$ cat config.mk
export PLATFORM = sky130hd
export DESIGN_NAME = control_sequencer
export DESIGN_NICKNAME = d
export VERILOG_FILES = /design/src/rtl/cpu_pkg.sv /design/src/rtl/control_decode.sv /design/src/rtl/control_sequencer.sv
export SDC_FILE = /design/constraint.sdc
export NUM_CORES = 1
export LEC_CHECK = 0
export ABC_AREA = 1
export CAP_MARGIN = 40
export CORE_AREA = 2 2 39 41
export DETAILED_ROUTE_END_ITERATION = 8
export DIE_AREA = 0 0 41 43
export PLACE_DENSITY = 0.68
export SLEW_MARGIN = 20
export SYNTH_ARGS = -nofsm -noshare
export SYNTH_HDL_FRONTEND = slang
export SYNTH_SLANG_ARGS = --single-unit
$ cat constraint.sdc
create_clock -name CLK -period 2.9 [get_ports CLK]
set_input_delay 0.58 -clock CLK [delete_from_list [all_inputs] [get_ports CLK]]
set_output_delay 0.58 -clock CLK [all_outputs]
set_load 0.02 [all_outputs]
$ cat src/rtl/cpu_pkg.sv
// Shared types for the teaching CPU control path.
// Contents: opcode/T-state encodings, the control word carried from the
// decoder to the sequencer outputs, and the all-zero control word.
package cpu_pkg;

  localparam int unsigned OPCODE_W = 4;
  localparam int unsigned TSTATE_W = 3;
  localparam int unsigned NUM_T    = 6;

  typedef enum logic [OPCODE_W-1:0] {
    OP_LDA = 4'b0000,
    OP_ADD = 4'b0001,
    OP_SUB = 4'b0010,
    OP_JMP = 4'b0011,
    OP_OUT = 4'b1110,
    OP_HLT = 4'b1111
  } opcode_t;

  typedef enum logic [TSTATE_W-1:0] {
    TS_IDLE = 3'd0,
    TS_T1   = 3'd1,
    TS_T2   = 3'd2,
    TS_T3   = 3'd3,
    TS_T4   = 3'd4,
    TS_T5   = 3'd5,
    TS_T6   = 3'd6,
    TS_HALT = 3'd7
  } tstate_t;

  typedef struct packed {
    logic pc_out;
    logic pc_en;
    logic pc_load;
    logic mar_load;
    logic ram_oe;
    logic ir_load;
    logic ir_oe;
    logic a_load;
    logic a_oe;
    logic b_load;
    logic alu_oe;
    logic sub;
    logic out_load;
  } ctrl_word_t;

  localparam ctrl_word_t CTRL_NONE = '0;

endpackage

$ cat src/rtl/control_decode.sv
// Combinational strobe decode from T-state and opcode.
// Ports: tstate (current T-state), opcode (IR upper nibble, only used in
// T4..T6), ctrl (the 13 datapath strobes).
module control_decode
  import cpu_pkg::*;
(
  input  tstate_t    tstate,
  input  opcode_t    opcode,
  output ctrl_word_t ctrl
);

  always_comb begin
    ctrl = CTRL_NONE;
    case (tstate)
      TS_T1: begin
        ctrl.pc_out   = 1'b1;
        ctrl.mar_load = 1'b1;
      end
      TS_T2: ctrl.pc_en = 1'b1;
      TS_T3: begin
        ctrl.ram_oe  = 1'b1;
        ctrl.ir_load = 1'b1;
      end
      TS_T4: begin
        case (opcode)
          OP_LDA, OP_ADD, OP_SUB: begin
            ctrl.ir_oe    = 1'b1;
            ctrl.mar_load = 1'b1;
          end
          OP_JMP: begin
            ctrl.ir_oe   = 1'b1;
            ctrl.pc_load = 1'b1;
          end
          OP_OUT: begin
            ctrl.a_oe     = 1'b1;
            ctrl.out_load = 1'b1;
          end
          default: ctrl = CTRL_NONE;
        endcase
      end
      TS_T5: begin
        case (opcode)
          OP_LDA: begin
            ctrl.ram_oe = 1'b1;
            ctrl.a_load = 1'b1;
          end
          OP_ADD, OP_SUB: begin
            ctrl.ram_oe = 1'b1;
            ctrl.b_load = 1'b1;
          end
          default: ctrl = CTRL_NONE;
        endcase
      end
      TS_T6: begin
        case (opcode)
          OP_ADD: begin
            ctrl.alu_oe = 1'b1;
            ctrl.a_load = 1'b1;
          end
          OP_SUB: begin
            ctrl.alu_oe = 1'b1;
            ctrl.a_load = 1'b1;
            ctrl.sub    = 1'b1;
          end
          default: ctrl = CTRL_NONE;
        endcase
      end
      default: ctrl = CTRL_NONE;
    endcase
  end

endmodule

$ cat src/rtl/control_sequencer.sv
// Six-cycle fetch/execute sequencer for the 8-bit teaching CPU.
// Ports: CLK, RESET (async, active-high), run (start/continue level),
// opcode (IR upper nibble), t_state (IDLE=0, T1..T6, HALT=7), the 13
// datapath strobes, hlt (held in HALT) and instr_done (T6 pulse).
module control_sequencer
  import cpu_pkg::*;
(
  input  logic                CLK,
  input  logic                RESET,
  input  logic                run,
  input  logic [OPCODE_W-1:0] opcode,
  output logic [TSTATE_W-1:0] t_state,
  output logic                pc_out,
  output logic                pc_en,
  output logic                pc_load,
  output logic                mar_load,
  output logic                ram_oe,
  output logic                ir_load,
  output logic                ir_oe,
  output logic                a_load,
  output logic                a_oe,
  output logic                b_load,
  output logic                alu_oe,
  output logic                sub,
  output logic                out_load,
  output logic                hlt,
  output logic                instr_done
);

  tstate_t    state;
  tstate_t    state_next;
  ctrl_word_t ctrl;

  // State register; reset forces IDLE, which decodes to all-zero strobes.
  always_ff @(posedge CLK or posedge RESET) begin
    if (RESET) state <= TS_IDLE;
    else       state <= state_next;
  end

  // Next-state: fixed walk, HLT diverts from T4, HALT is terminal.
  always_comb begin
    state_next = state;
    case (state)
      TS_IDLE: state_next = run ? TS_T1 : TS_IDLE;
      TS_T1:   state_next = TS_T2;
      TS_T2:   state_next = TS_T3;
      TS_T3:   state_next = TS_T4;
      TS_T4:   state_next = (opcode_t'(opcode) == OP_HLT) ? TS_HALT : TS_T5;
      TS_T5:   state_next = TS_T6;
      TS_T6:   state_next = run ? TS_T1 : TS_IDLE;
      TS_HALT: state_next = TS_HALT;
      default: state_next = TS_IDLE;
    endcase
  end

  control_decode u_decode (
    .tstate (state),
    .opcode (opcode_t'(opcode)),
    .ctrl   (ctrl)
  );

  // Output decode: strobes from the decoder, status bits from state alone.
  always_comb begin
    t_state    = TSTATE_W'(state);
    pc_out     = ctrl.pc_out;
    pc_en      = ctrl.pc_en;
    pc_load    = ctrl.pc_load;
    mar_load   = ctrl.mar_load;
    ram_oe     = ctrl.ram_oe;
    ir_load    = ctrl.ir_load;
    ir_oe      = ctrl.ir_oe;
    a_load     = ctrl.a_load;
    a_oe       = ctrl.a_oe;
    b_load     = ctrl.b_load;
    alu_oe     = ctrl.alu_oe;
    sub        = ctrl.sub;
    out_load   = ctrl.out_load;
    hlt        = (state == TS_HALT);
    instr_done = (state == TS_T6);
  end

endmodule

==> results of run 1 <==
cell usage after synthesis:
cell type,count
nand2_1,12
inv_1,8
nor2_1,6
nand3_1,5
dfrtp_1,3
inv_2,3
nand3_2,3
nor3_2,3
buf_4,1
clkinv_1,1
nand2_2,1
nand4_1,1
nor2_2,1
nor3_1,1
o21ai_1,1
o22ai_1,1
cells by family after synthesis:
kind of cell	synth area share
AND/OR/NAND/NOR	0.560
flip-flops	0.238
buffers and inverters	0.167
AO/OA/AOI/OAI	0.0357
layout make-up:
class	instances	share of cell area
sequential	3	0.126
inverter	12	0.0758
clock buffer	4	0.0442
tap	16	0.0337
multi-input combinational	35	0.316
timing repair buffer	24	0.404
cells in the final DEF, fill, tap and decap left out:
cell type,instances
clkdlybuf4s50_1,24
nand2_1,12
inv_1,8
nor2_1,6
nand3_1,5
inv_2,3
nand3_2,3
nor3_2,3
dfrtp_1,3
clkbuf_4,3
nor2_2,1
o21ai_1,1
nand2_2,1
clkinv_1,1
o22ai_1,1
nor3_1,1
nand4_1,1
clkbuf_1,1
path summary, 6_finish.rpt:
check / from / endpoint / slack (ns) / depth (start not counted)
max in group asynchronous: RESET / t_state[1] / 2.25 / 2
min reg2reg: t_state[1] / register / 0.67 / 2
min in group CLK: t_state[1] / register / 0.67 / 2
max reg2reg: t_state[0] / t_state[0] / 1.91 / 3
max: opcode[3] / a_load / 0.18 / 7
min: RESET / asynchronous set/reset pin / 0.52 / 2
report_power, final:
group / internal [mW] / switching, mW / total [mW] / leakage, nW
clock: 0.0515 / 0.0213 / 0.0728 / 0.0150
sequential: 0.0641 / 0.0501 / 0.114 / 0.0360
combinational: 0.160 / 0.201 / 0.362 / 0.229
total: 0.276 / 0.273 / 0.549 / 0.280
routing by layer:
metal  vias to the layer above  global-route usage
met5                         -                   0
met4                         0               0.100
met3                         0              0.0366
met2                        18               0.134
met1                       168               0.142
li1                        212                   -
metrics by stage:
step | area, um^2 | utilization | std cells | hold WS, ns
after floorplan | 315 | - | 51 | 0.334
after global placement | 568 | 0.410 | 90 | 0.655
after detailed placement | 568 | 0.410 | 90 | 0.668
after CTS | 594 | 0.429 | 94 | 0.521
after global routing | 594 | 0.429 | 94 | 0.530
final | 594 | 0.429 | 94 | 0.521
==> flow_summary.json, run 1 <==
{
  "syn_inst": 51,
  "relSlewSlack": 0.806,
  "ys_seq_area_frac": 0.238,
  "critPathCaptureType": "primary output",
  "drv_slew": 0,
  "cts_root_buf": "clkbuf_4",
  "antenna_found_initial": 0,
  "finalSetupViolations": 0,
  "ctsResizeCount": 0,
  "synth_cell_types": 16,
  "fin_crit_sh": 0.938,
  "cts_setup_buffers": 0,
  "h-tree-depth": 1,
  "routed-wl-met3_um": 78,
  "tns_ns": 0,
  "path_buf_inv": 2,
  "clock_latency_ns": 0.23,
  "register_area_um2": 75.1,
  "start_kind": "primary input",
  "fin_worst_skew_ns": 0.00162,
  "timing.final.ws_setup_ns": 0.181,
  "yosysTopAreaCellShare": 0.238,
  "multi_input_area_um2": 188,
  "crit_arrival_ns": 2.14,
  "grt_pass1_wl_um": 1260,
  "clock-sinks": 3,
  "dr.pass1.iters": 5,
  "die_x_um": 41,
  "drive_gt1_frac": 0.179,
  "dp_hpwl_um": 696,
  "clockBufferDepth": 2,
  "syn_nets": 58,
  "routedWlPerCell_um": 9.11,
  "path_class": "in2out",
  "power.density_nw_per_um2": 923,
  "crit_fanout": 4,
  "via_per_inst": 4.23,
  "io_pins": 25,
  "leakage_nw": 0.280,
  "hold_path.class": "in2async",
  "total_power_mw": 0.549,
  "area_delta_synth_final_pct": 88.5,
  "coreArea_um2": 1380,
  "numCtsBuffers": 3,
  "antennaDiodeCount": 0,
  "finalHoldViolCount": 0,
  "synth_seq_cells": 3,
  "synthesis.area_um2": 315,
  "cap_violations": 0,
  "required_ns": 2.32,
  "place_ws_ns": 0.166,
  "cts_tree": "done",
  "wl_met1_um": 397,
  "peakVddDrop_mv": 0.448,
  "vias": 398,
  "ys_warn_count": 0,
  "layout.nets": 86,
  "ys_top_cells_by_area": "dfrtp_1 24%, nand2_1 14%, nand3_2 9.5%, nor3_2 9.5%, inv_1 9.5%",
  "crit_chain": "clkdlybuf4s50_1 > nor2_2 > nand2_1 > nor2_1 > nand2_2 > nand2_1 > clkdlybuf4s50_1",
  "drc": 0,
  "cp_slowest_cell": "clkdlybuf4s50_1",
  "postRouteAntennaNets": 0,
  "min_period_ns": 2.72,
  "grt_pass1_vias": 315,
  "syn_avg_cell_area_um2": 6.18,
  "fmax_mhz": 368,
  "routabilityCongestion": 0.817,
  "crit_family": "buffers and inverters",
  "grt_setup_unrepaired": "no",
  "wl_met2_um": 380,
  "outcome": "complete, no violations",
  "n_fill_cell": 156,
  "yosysTopAreaCell": "dfrtp_1",
  "dr.first_iter.drc_count": 15,
  "grt_max_degree": 9,
  "grt_usage": 0.110,
  "overflow": 0,
  "top_layer_used": "met3",
  "max_slew.worst_pin.slew_ns": 0.290,
  "critPathMaxStageDelay_ns": 0.59,
  "routed_wl_um": 856,
  "cts_hold_buffers": 0,
  "clk_pin_slew_ns": 0.04,
  "die_area_um2": 1760,
  "die_h_um": 43,
  "rows": 14,
  "io_buffer_count": 24,
  "start_util": 0.228
}
Note: power is estimated with default switching activity, not from simulation.
==> run 2, diff against run 1 <==
==> constraint.sdc (replaced) <==
create_clock -name CLK -period 3.05 [get_ports CLK]
set_input_delay 0.61 -clock CLK [delete_from_list [all_inputs] [get_ports CLK]]
set_output_delay 0.61 -clock CLK [all_outputs]
set_load 0.02 [all_outputs]
==> results of run 2 <==
Same layout as run 1 (identical final DEF). Status: complete, no violations.
Main changes from that run: setup slack after placement 0.166 ns -> 0.256 ns; setup slack after layout 0.181 ns -> 0.271 ns; hold slack 0.521 ns -> 0.551 ns; register-to-register setup slack 1.91 ns -> 2.06 ns; total power 0.549 mW -> 0.522 mW; worst IR drop on VDD 0.448 mV -> 0.426 mV
